==> src/rtl/mem_arbiter.sv <==
// rtl/mem_arbiter.sv - shares one table-memory port between the matcher (m0) and the entry writer (m1)
// Define MEM_ARB_RR_EN for round-robin tie breaking; otherwise m0 has fixed priority.
module mem_arbiter #(
  parameter int ADDR_W      = 32,
  parameter int DATA_W      = 32,
  parameter int TIMEOUT_CYC = 256
) (
  input  logic              clk,
  input  logic              rst,
  input  logic              m0_ce_i,
  input  logic              m0_we_i,
  input  logic [ADDR_W-1:0] m0_addr_i,
  input  logic [3:0]        m0_width_i,
  input  logic [DATA_W-1:0] m0_data_i,
  output logic [DATA_W-1:0] m0_data_o,
  output logic              m0_ready_o,
  output logic              m0_err_o,
  input  logic              m1_ce_i,
  input  logic              m1_we_i,
  input  logic [ADDR_W-1:0] m1_addr_i,
  input  logic [3:0]        m1_width_i,
  input  logic [DATA_W-1:0] m1_data_i,
  output logic [DATA_W-1:0] m1_data_o,
  output logic              m1_ready_o,
  output logic              m1_err_o,
  output logic              mem_ce_o,
  output logic              mem_we_o,
  output logic [ADDR_W-1:0] mem_addr_o,
  output logic [3:0]        mem_width_o,
  output logic [DATA_W-1:0] mem_data_o,
  input  logic [DATA_W-1:0] mem_data_i,
  input  logic              mem_ready_i,
  output logic              grant_o,
  output logic              busy_o
);

  typedef enum logic [1:0] {ST_IDLE, ST_BUSY, ST_RELEASE} state_t;

  localparam int              CNT_W    = (TIMEOUT_CYC > 1) ? $clog2(TIMEOUT_CYC) : 1;
  localparam logic [CNT_W-1:0] CNT_LAST = CNT_W'((TIMEOUT_CYC > 0) ? TIMEOUT_CYC - 1 : 0);
  localparam bit              TO_EN    = (TIMEOUT_CYC != 0);

  state_t             state_q, state_d;
  logic [CNT_W-1:0]   cnt_q, cnt_d;
  logic               mem_ce_d, mem_we_d, grant_d;
  logic [ADDR_W-1:0]  mem_addr_d;
  logic [3:0]         mem_width_d;
  logic [DATA_W-1:0]  mem_data_d, m0_data_d, m1_data_d;
  logic               m0_ready_d, m1_ready_d, m0_err_d, m1_err_d;
  logic               win, grant_ce;
`ifdef MEM_ARB_RR_EN
  logic               rr_q, rr_d;
`endif

  always_comb begin
    state_d     = state_q;
    cnt_d       = cnt_q;
    mem_ce_d    = mem_ce_o;
    mem_we_d    = mem_we_o;
    mem_addr_d  = mem_addr_o;
    mem_width_d = mem_width_o;
    mem_data_d  = mem_data_o;
    grant_d     = grant_o;
    m0_data_d   = m0_data_o;
    m1_data_d   = m1_data_o;
    m0_ready_d  = 1'b0;
    m1_ready_d  = 1'b0;
    m0_err_d    = 1'b0;
    m1_err_d    = 1'b0;
`ifdef MEM_ARB_RR_EN
    rr_d        = rr_q;
    win         = m1_ce_i & (~m0_ce_i | rr_q);
`else
    win         = m1_ce_i & ~m0_ce_i;
`endif
    grant_ce    = grant_o ? m1_ce_i : m0_ce_i;

    case (state_q)
      ST_IDLE: begin
        if (m0_ce_i || m1_ce_i) begin
          mem_ce_d    = 1'b1;
          mem_we_d    = win ? m1_we_i    : m0_we_i;
          mem_addr_d  = win ? m1_addr_i  : m0_addr_i;
          mem_width_d = win ? m1_width_i : m0_width_i;
          mem_data_d  = win ? m1_data_i  : m0_data_i;
          grant_d     = win;
          cnt_d       = '0;
          state_d     = ST_BUSY;
        end
      end
      ST_BUSY: begin
        cnt_d = cnt_q + 1'b1;
        if (mem_ready_i) begin
          if (grant_o) begin
            m1_data_d  = mem_data_i;
            m1_ready_d = 1'b1;
          end else begin
            m0_data_d  = mem_data_i;
            m0_ready_d = 1'b1;
          end
          mem_ce_d = 1'b0;
          mem_we_d = 1'b0;
`ifdef MEM_ARB_RR_EN
          rr_d     = ~grant_o;
`endif
          state_d  = ST_RELEASE;
        end else if (TO_EN && cnt_q == CNT_LAST) begin
          // Timeout returns zero data so a stale value is never mistaken for a read.
          if (grant_o) begin
            m1_data_d  = '0;
            m1_ready_d = 1'b1;
            m1_err_d   = 1'b1;
          end else begin
            m0_data_d  = '0;
            m0_ready_d = 1'b1;
            m0_err_d   = 1'b1;
          end
          mem_ce_d = 1'b0;
`ifdef MEM_ARB_RR_EN
          rr_d     = ~grant_o;
`endif
          state_d  = ST_RELEASE;
        end
      end
      ST_RELEASE: begin
        if (!grant_ce) state_d = ST_IDLE;
      end
      default: state_d = ST_IDLE;
    endcase
  end

  always_ff @(posedge clk) begin
    if (rst) begin
      state_q     <= ST_IDLE;
      cnt_q       <= '0;
      mem_ce_o    <= 1'b0;
      mem_we_o    <= 1'b0;
      mem_addr_o  <= '0;
      mem_width_o <= '0;
      mem_data_o  <= '0;
      grant_o     <= 1'b0;
      m0_data_o   <= '0;
      m1_data_o   <= '0;
      m0_ready_o  <= 1'b0;
      m1_ready_o  <= 1'b0;
      m0_err_o    <= 1'b0;
      m1_err_o    <= 1'b0;
`ifdef MEM_ARB_RR_EN
      rr_q        <= 1'b0;
`endif
    end else begin
      state_q     <= state_d;
      cnt_q       <= cnt_d;
      mem_ce_o    <= mem_ce_d;
      mem_we_o    <= mem_we_d;
      mem_addr_o  <= mem_addr_d;
      mem_width_o <= mem_width_d;
      mem_data_o  <= mem_data_d;
      grant_o     <= grant_d;
      m0_data_o   <= m0_data_d;
      m1_data_o   <= m1_data_d;
      m0_ready_o  <= m0_ready_d;
      m1_ready_o  <= m1_ready_d;
      m0_err_o    <= m0_err_d;
      m1_err_o    <= m1_err_d;
`ifdef MEM_ARB_RR_EN
      rr_q        <= rr_d;
`endif
    end
  end

  assign busy_o = (state_q != ST_IDLE);

endmodule

==> config.mk <==
export PLATFORM = sky130hd
export DESIGN_NAME = mem_arbiter
export DESIGN_NICKNAME = d
export VERILOG_FILES = /design/src/rtl/mem_arbiter.sv
export SDC_FILE = /design/constraint.sdc
export NUM_CORES = 1
export LEC_CHECK = 0
export BUFFER_PORTS_ARGS = -buffer_cell sky130_fd_sc_hd__buf_4
export CAP_MARGIN = 10
export CORE_MARGIN = 1.5
export CORE_UTILIZATION = 50
export DETAILED_ROUTE_END_ITERATION = 12
export HOLD_SLACK_MARGIN = 0.06
export PLACE_DENSITY = 0.91
export SETUP_SLACK_MARGIN = 0.05
export SKIP_LAST_GASP = 1
export SYNTH_ARGS = -nofsm -noshare
export SYNTH_HDL_FRONTEND = slang
export SYNTH_SLANG_ARGS = --single-unit
==> constraint.sdc <==
create_clock -name clk -period 2.6 [get_ports clk]
set_clock_uncertainty 0.05 [all_clocks]
set_input_delay 0.26 -clock clk [delete_from_list [all_inputs] [get_ports clk]]
set_output_delay 0.26 -clock clk [all_outputs]
set_load 0.05 [all_outputs]
; Word-level counts from Yosys, hierarchy flattened
; Cells that the tools add are included.
[word_totals]
reg_bits = 149
in_bits = 175
out_inout_bits = 140
wordCells = 73
[op_classes]
addsub = 1
n_eq_ne = 7
n_mux = 33
bitwise = 4
reduce_logical = 14
[op_table]
columns = op, n
row1 = two-way mux 32 bit, 10
row2 = one-hot mux 8 bit (2 select lines), 1
row3 = AND reduction 3 bit, 5
row4 = two-way mux 1 bit, 13
row5 = "adder 8 x 1 -> 8 bit, second input constant", 1
row6 = "equality test 8 bit, second input constant", 1
row7 = two-way mux 2 bit, 4
row8 = two-way mux 8 bit, 1
row9 = "!= test 2 bit, second input constant", 3
row10 = one-hot mux 2 bit (3 select lines), 1
row11 = nonzero test 2 bit, 3
row12 = two-way mux 4 bit, 1
row13 = one-hot mux 1 bit (2 select lines), 2
row14 = AND reduction 2 bit, 2
row15 = "!= test 3 bit, second input constant", 1
row16 = inverter 1 bit, 3
row17 = OR reduction 3 bit, 1
row18 = "equality test 2 x 1 -> 1 bit, second input constant", 1
row19 = "equality test 2 bit, second input constant", 1
row20 = logical NOT 2 bit, 1
row21 = OR reduction 2 bit, 1
row22 = AND 1 bit, 1
row23 = logical OR 1 bit, 1

; Longest topological paths before layout
[depth]
word_depth = 5
mapped_depth = 7
depth_no_buf = 4

; Least setup slack after synthesis
; Ideal clock, no wire load.
[synth_timing]
kind = reg2reg
from = register grant_o
to = register m0_data_o[10]
setup_time_ns = 0.126
arrival_ns = 1.502
t_required_ns = 2.424
slack_ns = 0.922
stages_incl_launch_ff = 7
n_path_buf = 3
synth_period_minus_slack_ns = 1.678
cell_sequence = dfxtp_1 buf_2 or3b_1 buf_6 buf_6 a32oi_1 o21ai_1
[synth_between]
elab_chain_len = 2
[synth_rtl]
columns = item, line_no
row1 = start: declaration, 33  ; output logic grant_o,
row2 = start signal: assignment, 159  ; grant_o <= grant_d;
row3 = inverter 1 bit (no line), --
row4 = AND reduction 3 bit (no line), --
row5 = end signal: assignment, 160  ; m0_data_o <= m0_data_d;
row6 = end: declaration, 15  ; output logic [DATA_W-1:0] m0_data_o,
; Every way passes these cells.
; A chain may end at the register's enable or synchronous reset.

==> flow_summary.ini <==
[place]
post-place-ws_ns = 0.5796
dpl_cell_area_mm2 = 0.009330
gp_congestion = 0.8495
hpwl_mm = 14.89
numPortBuffers = 314
dp_cells = 1190

[clock_network]
clk_pin_slew_ns = 0.06
cts_root_buf = clkbuf_16
post_cts_resized = 0
numCtsBuffers = 17
cts_tree = done
cts.sinks = 149
h-tree-depth = 4
clock_latency_ns = 0.42
clockBufferDepth = 2

[sta]
fin_crit_ns = 2.135
fmax_mhz = 468.4
setup_ws_ns = 0.4652
worstMarginPinSlew_ns = 1.161
hold_violations = 0
slew_headroom_pct = 22.60
grt_setup_unrepaired = false
slew_violations = 0
finalSetupTns_ns = 0
post-route-period-util_pct = 82.11
setup_viol = 0
hold_slack_ns = 0.1359

[final_layout]
syn_to_final_growth_pct = 47.87
final_area_mm2 = 0.01035
nNetsFinal = 1238
final_util_pct = 75.17
n_antenna_cell = 0
instances_no_fill = 1254
drive_gt1_share_pct = 35.75

[power]
total_power_mw = 7.775
leakage_nw = 4.609
p_per_area_mw_per_mm2 = 751.0
vdd_ir_drop_max_mv = 0.4132

[setup_path]
reg2reg_slack_ns = 0.49
critPathArrivalTime_ns = 2.43
reg2regPathDepth = 3
r2r-end = m0_data_o[31]
r2r_start = state_q[0]
crit_fanout = 62
crit_required_ns = 2.90
crit_type = primary input to register
worst_setup_path_start_kind = primary input
cp-end-kind = register

[global_route]
grt_remaining_overflow = 0
grt_max_degree = 73
antenna_found_initial = 0
grtUsageTotal_pct = 29.72
grt_pass1_wl_mm = 34.16
grt_pass1_vias = 6714

[routing]
wl_per_cell_um = 17.97
vias = 7119
ant_nets = 0
post_drt_via_cell_ratio = 5.677
drtIter0Drc = 641
drc = 0
wl_mm = 22.54
dr.pass1.iters = 5

[synth]
synth-edff-count = 0
synth_ff_type = dfxtp_1
synthArstFlopShare_pct = 0
syn_nets = 937
seq_area_frac_synth_pct = 42.60
yosysMostFrequentCell = dfxtp_1
yosys.area.top_type = dfxtp_1
synth_area_mm2 = 0.007002
yosys_warnings = 0
synth_top_area_share_pct = 42.60
synthCells = 761
ys_ff_latch = 149
yosys-top-cells-count = dfxtp_1 (149), a21oi_1 (74), inv_1 (69), mux2i_1 (69)
syn_area_per_cell_um2 = 9.201
synth_cell_type_count = 45
yosys-top-cells-area = dfxtp_1 (43%), mux2i_1 (9.9%), a32oi_1 (8.0%)

[floorplanning]
die_y_um = 121.3
die_w_um = 121.3
rows = 43
die-area_mm2 = 0.01472
io_pins = 315
initial_core_util_pct = 50.84
coreArea_mm2 = 0.01377

[min_path]
hold_depth = 3
hold_start = m1_data_i[28]
hold_path.class = primary input to register
hold_path_end = mem_data_o[28]

[run_status]
status = complete, no violations

[job]
cap_violations = 0
-- registers in the layout (all words and copies together) (netlist names) --
register	flops
m0_err_o	1
m1_err_o	1
mem_data_o	32
grant_o	1
mem_ce_o	1
cnt_q	8
mem_width_o	4
m0_data_o	32
mem_we_o	1
m1_data_o	32
state_q	2
m1_ready_o	1
mem_addr_o	32
m0_ready_o	1
-- cells in the final DEF, fill, tap and decap left out, types with 3 or more instances in the layout --
| master | n |
|---|---|
| mux2_2 | 4 |
| a211oi_1 | 61 |
| nor2b_1 | 63 |
| clkbuf_16 | 17 |
| a21oi_1 | 74 |
| dfxtp_1 | 149 |
| a211oi_2 | 10 |
| o211ai_1 | 3 |
| o21ai_0 | 31 |
| bufinv_16 | 7 |
| nor2_1 | 5 |
| nor3_1 | 3 |
| o211a_1 | 3 |
| o21ai_1 | 34 |
| dlygate4sd3_1 | 33 |
| nand2_1 | 5 |
| mux2i_1 | 69 |
| buf_12 | 3 |
| inv_1 | 69 |
| buf_4 | 324 |
| a32oi_1 | 64 |
| nand3_1 | 3 |
| clkinv_4 | 3 |
-- metal layers --
layer | share of wire (%) | up-vias | wire [um] | global-route usage [%]
met5 | 0 | - | 0 | 0
met4 | 4.0 | 0 | 896 | 14.12
li1 | - | 3384 | - | -
met3 | 7.9 | 54 | 1788 | 8.412
met1 | 38 | 3315 | 8453 | 33.78
met2 | 51 | 366 | 11400 | 51.20
-- report_power, final --
group,total (mW),switching [mW],internal [mW]
Combinational,2.22,1.46,0.767
Sequential,2.66,0.154,2.51
Clock,2.89,0.970,1.92
Total,7.78,2.58,5.19
-- how the worst max path moves through the flow --
stage / cells after the start / to / from / slack [ns]
6_report: 5 / m0_data_o[31] / rst / 0.47
5_1_grt: 3 / m0_data_o[31] / state_q[0] / 0.35
4_1_cts: 5 / m1_data_o[31] / rst / 0.53
3_5_place_dp: 3 / m1_data_o[31] / state_q[0] / 0.58
3_3_place_gp: 3 / m0_data_o[28] / state_q[0] / 0.65
2_1_floorplan: 6 / m0_data_o[10] / grant_o / 0.92
-- critical path, cell delays in order --
cell           delay (ns)
dlygate4sd3_1        0.53
buf_4                0.18
and3b_2              1.01
a32oi_1              0.29
o21ai_1              0.14
-- kinds of logic after synthesis --
kind of cell    Yosys count  share of synthesized area (%)
buf+inv                 148                          9.668
mux                      73                          10.51
flops                   149                          42.60
compound gates          288                          27.91
fa+ha+maj                 1                         0.1787
simple gates            102                          9.132
-- cell type report --
type,count,area [um2]
multi-input combinational,464,3367
sequential,149,2983
timing repair buffer,360,2823
inverter,70,262.8
tap,180,225.2
fill,930,3420
clock buffer,18,439.2
clock inverter,13,254.0
-- timing repair --
action / CTS / global route
buffers inserted: 0 / 0
endpoints found under the hold margin: 63 / 0
hold buffers: 33 / 0
Note: power is estimated with default switching activity, not from simulation.
